$ cat src/rtl/oled_pkg.sv
// Shared definitions for the OLED command engine.
//   oled_cmd_t   : 88-bit packed command word, byte 0 (opcode) in [87:80]
//   OP_*         : SSD1306-class opcodes that carry operand bytes (plus scroll on/off)
//   oled_state_e : sequencing states of oled_cmd_engine
//   cmd_len()    : total bytes (opcode + operands) to send for a given opcode
package oled_pkg;

  typedef logic [87:0] oled_cmd_t;

  localparam logic [7:0] OP_SET_MEM_MODE     = 8'h20;
  localparam logic [7:0] OP_SET_COL_ADDR     = 8'h21;
  localparam logic [7:0] OP_SET_PAGE_ADDR    = 8'h22;
  localparam logic [7:0] OP_HSCROLL_R        = 8'h26;
  localparam logic [7:0] OP_HSCROLL_L        = 8'h27;
  localparam logic [7:0] OP_VHSCROLL_R       = 8'h29;
  localparam logic [7:0] OP_VHSCROLL_L       = 8'h2A;
  localparam logic [7:0] OP_DEACT_SCROLL     = 8'h2E;
  localparam logic [7:0] OP_ACT_SCROLL       = 8'h2F;
  localparam logic [7:0] OP_SET_CONTRAST     = 8'h81;
  localparam logic [7:0] OP_CHARGE_PUMP      = 8'h8D;
  localparam logic [7:0] OP_SET_VSCROLL_AREA = 8'hA3;
  localparam logic [7:0] OP_SET_MUX_RATIO    = 8'hA8;
  localparam logic [7:0] OP_SET_DISP_OFFSET  = 8'hD3;
  localparam logic [7:0] OP_SET_CLK_DIV      = 8'hD5;
  localparam logic [7:0] OP_SET_PRECHARGE    = 8'hD9;
  localparam logic [7:0] OP_SET_COM_PINS     = 8'hDA;
  localparam logic [7:0] OP_SET_VCOMH        = 8'hDB;

  typedef enum logic [1:0] {
    StIdle,
    StCsSetup,
    StShift,
    StCsHold
  } oled_state_e;

  // Opcodes not listed are single-byte commands.
  function automatic logic [3:0] cmd_len(input logic [7:0] op);
    logic [3:0] len;
    case (op)
      OP_HSCROLL_R, OP_HSCROLL_L:                        len = 4'd7;
      OP_VHSCROLL_R, OP_VHSCROLL_L:                      len = 4'd6;
      OP_SET_VSCROLL_AREA:                               len = 4'd3;
      OP_SET_COL_ADDR, OP_SET_PAGE_ADDR:                 len = 4'd3;
      OP_SET_MEM_MODE, OP_SET_CONTRAST, OP_CHARGE_PUMP,
      OP_SET_MUX_RATIO, OP_SET_DISP_OFFSET, OP_SET_CLK_DIV,
      OP_SET_PRECHARGE, OP_SET_COM_PINS, OP_SET_VCOMH:   len = 4'd2;
      default:                                           len = 4'd1;
    endcase
    return len;
  endfunction

endpackage

$ cat src/rtl/oled_cmd_engine_spi_byte_shifter.sv
// One-byte SPI mode-0 serializer with its own SCLK divider.
//   clk, rst : system clock, synchronous active-high reset
//   load     : start shifting byte_in (accepted when idle or in the done cycle)
//   byte_in  : byte to send, MSB first
//   sclk     : SPI clock, CLK_DIV cycles low then CLK_DIV cycles high per bit
//   sdo      : SPI data, changes only while sclk is (or is returning) low
//   done     : last cycle of bit 7's high phase; a load here chains the next byte
//              with no gap
module spi_byte_shifter #(
  parameter int unsigned CLK_DIV = 4
) (
  input  logic       clk,
  input  logic       rst,
  input  logic       load,
  input  logic [7:0] byte_in,
  output logic       sclk,
  output logic       sdo,
  output logic       done
);

  localparam logic [7:0] DivLast = 8'(CLK_DIV - 1);

  logic       busy_q, busy_d;
  logic       sclk_q, sclk_d;
  logic [7:0] div_q, div_d;
  logic [2:0] bit_q, bit_d;
  logic [7:0] sh_q, sh_d;
  logic       tick;

  assign tick = busy_q && (div_q == DivLast);
  assign done = tick && sclk_q && (bit_q == 3'd7);

  always_comb begin
    busy_d = busy_q;
    sclk_d = sclk_q;
    div_d  = div_q;
    bit_d  = bit_q;
    sh_d   = sh_q;
    if (load) begin
      busy_d = 1'b1;
      sclk_d = 1'b0;
      div_d  = 8'd0;
      bit_d  = 3'd0;
      sh_d   = byte_in;
    end else if (tick) begin
      div_d = 8'd0;
      if (!sclk_q) begin
        sclk_d = 1'b1;
      end else begin
        // Falling edge: next bit appears on sdo in the same cycle.
        sclk_d = 1'b0;
        if (bit_q == 3'd7) begin
          busy_d = 1'b0;
          sh_d   = 8'h00;
        end else begin
          bit_d = bit_q + 3'd1;
          sh_d  = {sh_q[6:0], 1'b0};
        end
      end
    end else if (busy_q) begin
      div_d = div_q + 8'd1;
    end
  end

  always_ff @(posedge clk) begin
    if (rst) begin
      busy_q <= 1'b0;
      sclk_q <= 1'b0;
      div_q  <= 8'd0;
      bit_q  <= 3'd0;
      sh_q   <= 8'h00;
    end else begin
      busy_q <= busy_d;
      sclk_q <= sclk_d;
      div_q  <= div_d;
      bit_q  <= bit_d;
      sh_q   <= sh_d;
    end
  end

  assign sclk = sclk_q;
  assign sdo  = sh_q[7];

endmodule

$ cat src/rtl/oled_cmd_engine.sv
// Responder end of the draw/rdy command interface: latches a packed command,
// looks up its length from the opcode and sends that many bytes to the OLED
// over 4-wire SPI (command mode), framed by chip select.
//   clk, rst : system clock, synchronous active-high reset
//   draw     : command strobe, sampled only while rdy=1
//   oled_IR  : packed command, byte 0 (opcode) in [87:80]
//   rdy      : idle, ready to accept draw
//   sclk/sdo : SPI mode 0, MSB first
//   cs_n     : chip select, active-low, low for the whole non-idle period
//   dc       : data/command select, always 0
//   nbytes   : byte count of the current/last command
module oled_cmd_engine
  import oled_pkg::*;
#(
  parameter int unsigned CLK_DIV   = 4,
  parameter int unsigned CMD_BYTES = 11
) (
  input  logic                     clk,
  input  logic                     rst,
  input  logic                     draw,
  input  logic [8*CMD_BYTES-1:0]   oled_IR,
  output logic                     rdy,
  output logic                     sclk,
  output logic                     sdo,
  output logic                     cs_n,
  output logic                     dc,
  output logic [3:0]               nbytes
);

  localparam int unsigned CmdW    = 8 * CMD_BYTES;
  localparam logic [7:0]  DivLast = 8'(CLK_DIV - 1);

  oled_state_e state_q, state_d;
  logic [7:0]  guard_q, guard_d;
  oled_cmd_t   cmd_q, cmd_d;
  logic [3:0]  byte_q, byte_d;
  logic [3:0]  nbytes_q, nbytes_d;
  logic        dc_q;

  logic        sh_load;
  logic [7:0]  sh_byte;
  logic        sh_sclk;
  logic        sh_sdo;
  logic        sh_done;

  // cmd_q[CmdW-1 -: 8] always holds the byte currently on (or about to go on) the wire.
  always_comb begin
    state_d  = state_q;
    guard_d  = guard_q;
    cmd_d    = cmd_q;
    byte_d   = byte_q;
    nbytes_d = nbytes_q;
    sh_load  = 1'b0;
    sh_byte  = cmd_q[CmdW-1 -: 8];
    unique case (state_q)
      StIdle: begin
        if (draw) begin
          cmd_d    = oled_IR;
          nbytes_d = cmd_len(oled_IR[CmdW-1 -: 8]);
          byte_d   = 4'd0;
          guard_d  = 8'd0;
          state_d  = StCsSetup;
        end
      end
      StCsSetup: begin
        if (guard_q == DivLast) begin
          guard_d = 8'd0;
          sh_load = 1'b1;
          state_d = StShift;
        end else begin
          guard_d = guard_q + 8'd1;
        end
      end
      StShift: begin
        if (sh_done) begin
          if (byte_q == nbytes_q - 4'd1) begin
            guard_d = 8'd0;
            state_d = StCsHold;
          end else begin
            sh_load = 1'b1;
            sh_byte = cmd_q[CmdW-9 -: 8];
            cmd_d   = {cmd_q[CmdW-9:0], 8'h00};
            byte_d  = byte_q + 4'd1;
          end
        end
      end
      StCsHold: begin
        if (guard_q == DivLast) begin
          guard_d = 8'd0;
          state_d = StIdle;
        end else begin
          guard_d = guard_q + 8'd1;
        end
      end
      default: state_d = StIdle;
    endcase
  end

  always_ff @(posedge clk) begin
    if (rst) begin
      state_q  <= StIdle;
      guard_q  <= 8'd0;
      cmd_q    <= '0;
      byte_q   <= 4'd0;
      nbytes_q <= 4'd0;
      dc_q     <= 1'b0;
    end else begin
      state_q  <= state_d;
      guard_q  <= guard_d;
      cmd_q    <= cmd_d;
      byte_q   <= byte_d;
      nbytes_q <= nbytes_d;
      dc_q     <= 1'b0;
    end
  end

  spi_byte_shifter #(
    .CLK_DIV (CLK_DIV)
  ) u_shifter (
    .clk     (clk),
    .rst     (rst),
    .load    (sh_load),
    .byte_in (sh_byte),
    .sclk    (sh_sclk),
    .sdo     (sh_sdo),
    .done    (sh_done)
  );

  // The shifter is not loaded until setup ends, so present the first bit directly.
  assign sdo    = (state_q == StCsSetup) ? cmd_q[CmdW-1] : sh_sdo;
  assign sclk   = sh_sclk;
  assign rdy    = (state_q == StIdle);
  assign cs_n   = (state_q == StIdle);
  assign dc     = dc_q;
  assign nbytes = nbytes_q;

endmodule

$ cat config.mk
export PLATFORM = sky130hd
export DESIGN_NAME = oled_cmd_engine
export DESIGN_NICKNAME = d
export VERILOG_FILES = /design/src/rtl/oled_pkg.sv /design/src/rtl/oled_cmd_engine_spi_byte_shifter.sv /design/src/rtl/oled_cmd_engine.sv
export SDC_FILE = /design/constraint.sdc
export NUM_CORES = 1
export LEC_CHECK = 0
export CORE_ASPECT_RATIO = 2
export CORE_UTILIZATION = 49
export CTS_CLUSTER_DIAMETER = 50
export CTS_CLUSTER_SIZE = 24
export DETAILED_ROUTE_END_ITERATION = 10
export PLACE_DENSITY = 0.77
export SYNTH_ARGS = -nofsm -noshare
export SYNTH_HDL_FRONTEND = slang
export SYNTH_SLANG_ARGS = --single-unit
$ cat constraint.sdc
create_clock -name clk -period 2.43 [get_ports clk]
set_input_delay 0.729 -clock clk [delete_from_list [all_inputs] [get_ports clk]]
set_output_delay 0.729 -clock clk [all_outputs]
set_load 0.02 [all_outputs]
==> metrics, run 1 <==
Die Footprint=0.01325 sq mm; register area=0.002526 sq mm; Critical Path AT=2.71 ns; Detail Route Antenna Nets=0; Yosys top cell area share=40.33%; Hold Crit Class=reg2reg; number of port buffers=97; Initial Util=50.11%; Cells after Synth=685; Unique masters post-synth=52; synth top area cells=dfxtp_1, mux2i_1, a211oi_1; DRC viols=0; row cnt=58; Final Setup Violations=0; synthesized area per cell=9.131 sq um; most frequent cells after synthesis=dfxtp_1, a21oi_1, a211oi_1, mux2i_1, clkbuf_1; Main synth FF type=dfxtp_1; antenna violations before repair=0; worst slack, placed=-0.2715 ns; total wire length=18760 microns; status=finished clean; clk slew on worst S/H paths=0.06 ns; pwr dens=1217 mW/mm^2; gr usage total=27.94%; Total Power=10.50 mW; RSZ-0062 raised after global routing=yes; root buffer cell=clkbuf_16; slowest cell on the critical path=a2111oi_4; CP Class=reg2reg; largest net degree at the start of global routing=87; cell with the most instances after synthesis=dfxtp_1; CP required=2.72 ns; Synth warnings=0; crit-path max cell delay=0.42 ns; skew final=0.008323 ns; final period utilization=99.73%; multi-input logic area=0.003780 sq mm; Synth area leader=dfxtp_1; die height=161.8 microns; fin nets=891; worst-margin pin slew=0.8404 ns; Post-synth EDFFs=0; grt ovf=0; Max Freq=0.4126 GHz; IR drop worst, VDD=905.2 uV; TritonCTS clock tree=built; Vias/cell=6.274; CTS max path bufs=2; n_diodes=0; vias=5979; P_leak=2.943 nW; CTS sink count=126; clock latency on the worst-skew pair=0.42 ns; HPWL Detailed=11830 microns; PnR worst setup slack=0.006543 ns; Fin Setup TNS=0 ns; critical path's top delay family=compound AO/OA/AOI/OAI gates; num ports=100; ratio of cells with drive above 1 in the final layout=20.42%; CORE AREA=0.01248 sq mm; Cell Chain, Critical Path=inv_2 > ha_4 > xor2_2 > buf_4 > a2111oi_4 > o31a_4 > o21ai_4 > buf_12 > buf_12 > a21oi_2 > a211oi_2; Layout area overhead=37.95%; gpl congestion=0.9367; CP startpoint kind=flop; total CTS buffers=17; vias in the first global route=6106; Buf/Inv on CP=4; width of the die=81.89 microns; wire length of the first global-routing pass=28660 microns; final hold violation count=0; min Tclk post-route=2.423 ns; CP Max Fanout=26; Hold WS=0.4845 ns; Most common cell on crit path=buf_12; register bit count reported by yosys=126; H-tree Lvls=4; Slew headroom=43.71%; wire per inst=19.69 microns; share of flip-flops with an asynchronous set or reset=0%; fin. max-slew vios=0; Max Cap Viol=0; Iter 0 DRT Violations=381; sequential element share of the synthesized area=40.33%; crit end category=flop; synthesized cell area=0.006255 sq mm; first-pass iteration count of the detailed router=5; Layout fillers=928
-- worst paths after layout --
check	from	to	slack (ns)	depth (start not counted)
setup reg to reg	nbytes[0]	cmd_q[47]	0.007	11
hold reg to reg	cmd_q[4]	cmd_q[4]	0.48	2
setup / recovery	nbytes[0]	cmd_q[47]	0.007	11
hold / removal	cmd_q[4]	cmd_q[4]	0.48	2
-- metal layers --
| layer | GRT usage, % | vias to the layer above | wire, microns |
|---|---|---|---|
| li1 | - | 2797 | - |
| met1 | 29.65 | 2878 | 6624 |
| met2 | 48.31 | 229 | 10180 |
| met3 | 6.629 | 75 | 834 |
| met4 | 16.43 | 0 | 1119 |
| met5 | 0 | - | 0 |
-- flip-flops by register name, indices dropped and copies added (netlist names) --
name and flops:
u_shifter.bit_q 3, u_shifter.sclk 1, guard_q 8, u_shifter.div_q 8
u_shifter.busy_q 1, byte_q 4, u_shifter.sh_q 8, state_q 2
nbytes 3, cmd_q 88
-- layout make-up --
| class | count | share of cell area [%] |
|---|---|---|
| clock inverters | 15 | 2.001 |
| clock buffers | 17 | 4.930 |
| flip-flops and latches | 126 | 29.28 |
| multi-input cells | 484 | 43.81 |
| repair buffers | 147 | 17.20 |
| well taps | 150 | 2.175 |
| inverters | 14 | 0.6090 |
-- tightest hold or removal path: stages (launching register included) --
cell	delay (ns)
dfxtp_1	0.31
o21ai_0	0.07
a21oi_1	0.06
-- where the power goes --
group	internal, mW	switching (mW)
Combinational	2.05	2.56
Clock	1.54	1.05
Sequential	2.79	0.508
-- cells by family (layout without fill, tap and decap cells) --
kind of cell	Yosys count	after routing	share of synthesized area, %
adders and majority gates	10	10	2.000
buffers and inverters	77	193	5.261
other	1	2	0.05995
and+or+nand+nor	120	121	10.64
xor gates and xnor gates	14	14	1.960
muxes	89	89	14.26
AOI/OAI and AO/OA	248	248	25.49
DFF	126	126	40.33
-- stage by stage --
step	cell area, sq um	cells	util (%)
after floorplan	6261	686	-
after global routing	8628	953	69.13
after CTS	8249	948	66.09
final	8628	953	69.13
after global placement	7601	915	60.90
after detailed placement	7601	915	60.90
-- cells in the final DEF (no fill, tap or decap), types with 7 or more instances in the layout --
cell             instances
buf_12                   8
buf_4                   39
nor2_1                  22
inv_1                   12
nand3_1                 14
clkdlybuf4s50_1         93
a21oi_1                 77
a211oi_2                14
xor2_1                   7
nand2_1                 13
dfxtp_1                123
a21oi_2                 28
o21ai_0                 18
a211oi_1                74
mux2i_1                 88
inv_6                    8
nand2b_1                 7
nor3_1                   9
clkbuf_16               19
-- what timing repair did --
item	CTS	global route
hold buffers	0	0
buffers inserted	1	2
endpoints found under the setup margin	28	90
pin swaps	2	6
gates resized for setup	11	65
gates cloned	0	4
No activity file was read; power rests on OpenSTA's default activity.
==> run 2: changes to the inputs <==
--- a/config.mk
+++ b/config.mk
@@ -11,6 +11,7 @@
 export CTS_CLUSTER_SIZE = 24
 export DETAILED_ROUTE_END_ITERATION = 10
 export PLACE_DENSITY = 0.77
+export SKIP_CTS_REPAIR_TIMING = 1
 export SYNTH_ARGS = -nofsm -noshare
 export SYNTH_HDL_FRONTEND = slang
 export SYNTH_SLANG_ARGS = --single-unit
==> run 2 against run 1 <==
Non-clock buffer count shrank 1. Fmax up 1.5%. Clock skew increased by 0.00073 ns. Sequential share of layout area grew 0.78 points. Utilization fell by 1.8 points. Critical path depth fell by 2. Final area is 2.7% lower. Largest power group unchanged. Highest routed layer unchanged.
==> metrics, run 2 (synthesized netlist as in run 1, its figures left out) <==
CP required=2.75 ns; clock latency on the worst-skew pair=0.42 ns; Hold Path Stages=2; total wire length=17860 microns; total CTS buffers=17; width of the die=81.89 microns; Layout area overhead=34.29%; commonest non-fill, non-tap cells in the layout=dfxtp_1, a21oi_1, clkdlybuf4s50_1; final std cells w/o fill=951; Detail Route Antenna Nets=0; P_leak=2.931 nW; switching power=3.847 mW; R2R Setup Slk=0.04 ns; final period utilization=98.23%; Net Sw Frac=38.31%; Max Cap Viol=0; CP Class=reg2reg; CP startpoint kind=flop; Iter 0 DRT Violations=380; grt ovf=0; number of port buffers=97; R2R depth=9; n_diodes=0; Max Freq=0.4190 GHz; wire length of the first global-routing pass=28500 microns; pwr dens=1196 mW/mm^2; vias=5923; skew final=0.009048 ns; Vias/cell=6.228; antenna violations before repair=0; ratio of cells with drive above 1 in the final layout=14.11%; Total Power=10.04 mW; first-pass iteration count of the detailed router=7; Initial Util=50.11%; Pint=6.195 mW; Clock power frac=25.8%; PnR worst setup slack=0.04311 ns; Fin Setup TNS=0 ns; Die Footprint=0.01325 sq mm; IR drop worst, VDD=808.7 uV; H-tree Lvls=4; HPWL Detailed=11830 microns; worst r2r src=nbytes[0]; num ports=100; gr usage total=27.74%; Largest Register=cmd_q; wire per inst=18.78 microns; DRC viols=0; Largest register FFs=88; part of the power in registers=32.3%; worst r2r dst=u_shifter.sh_q[6]; min Tclk post-route=2.387 ns; largest net degree at the start of global routing=87; final hold violation count=0; worst-margin pin slew=0.7772 ns; row cnt=58; worst slack, placed=-0.2715 ns; clk slew on worst S/H paths=0.06 ns; most common cell after layout, fill and taps aside=dfxtp_1; fin nets=889; CP Max Fanout=15; Critical Path AT=2.71 ns; Hold Crit Class=reg2reg; vias in the first global route=6094; CTS sink count=126; fin. max-slew vios=0; die height=161.8 microns; Comb power frac=41.9%; CTS max path bufs=2; gpl congestion=0.9367; CORE AREA=0.01248 sq mm; hold path start=cmd_q[6]; status=finished clean; Placed Cells=915; root buffer cell=clkbuf_16; Slew headroom=47.94%; Final Setup Violations=0; worst hold endpoint=cmd_q[6]; crit end category=flop; TritonCTS clock tree=built
[run 2: layer usage]
metal	wire, microns	GRT usage (%)	part of all wire [%]	up-vias
met3	693	6.461	3.9	76
met5	0	0	0	-
met2	9574	47.78	54	210
met1	6601	29.60	37	2861
li1	-	-	-	2776
met4	992	16.51	5.6	0
[run 2: metrics by stage]
step / cell area (sq um) / hold WS (ns) / utilization [%]
2_1_floorplan: 6261 / 0.4492 / -
3_3_place_gp: 7601 / 0.4628 / 60.90
3_5_place_dp: 7601 / 0.4749 / 60.90
4_1_cts: 8199 / 0.4877 / 65.69
5_1_grt: 8399 / 0.5118 / 67.29
6_report: 8399 / 0.4840 / 67.29
[run 2: cell type report]
type / instances / area, sq um
multi-input cells: 483 / 3553
repair buffers: 146 / 1483
clock inverters: 15 / 172.7
inverters: 14 / 52.55
clock buffers: 17 / 425.4
flip-flops and latches: 126 / 2525
fillers: 966 / 4083
well taps: 150 / 187.7
[run 2: power by group through the flow]
stage / Sequential, mW / Combinational, mW / Clock, mW
2_1_floorplan: 3.11 / 2.80 / 0
3_3_place_gp: 3.22 / 3.78 / 0
3_5_place_dp: 3.26 / 3.95 / 0
4_1_cts: 3.23 / 3.97 / 2.61
5_1_grt: 3.32 / 4.57 / 2.71
6_report: 3.24 / 4.21 / 2.59
[run 2: how the worst max path moves through the flow]
stage                            from                end  depth (start not counted)
after floorplan             nbytes[0]  u_shifter.sh_q[5]                          9
after global placement    oled_IR[87]          nbytes[1]                          7
after detailed placement  oled_IR[84]          nbytes[0]                          7
after CTS                  state_q[0]               cs_n                          3
after global routing        nbytes[0]  u_shifter.sh_q[6]                          9
final                       nbytes[0]  u_shifter.sh_q[6]                          9
[run 2: worst max-delay path: stages, from the launching register on]
cell	delay [ns]
dfxtp_2	0.34
inv_1	0.08
ha_4	0.25
xnor2_2	0.26
nor2_1	0.14
a2111oi_2	0.38
buf_4	0.21
a31o_4	0.26
a221oi_1	0.08
a311oi_1	0.30
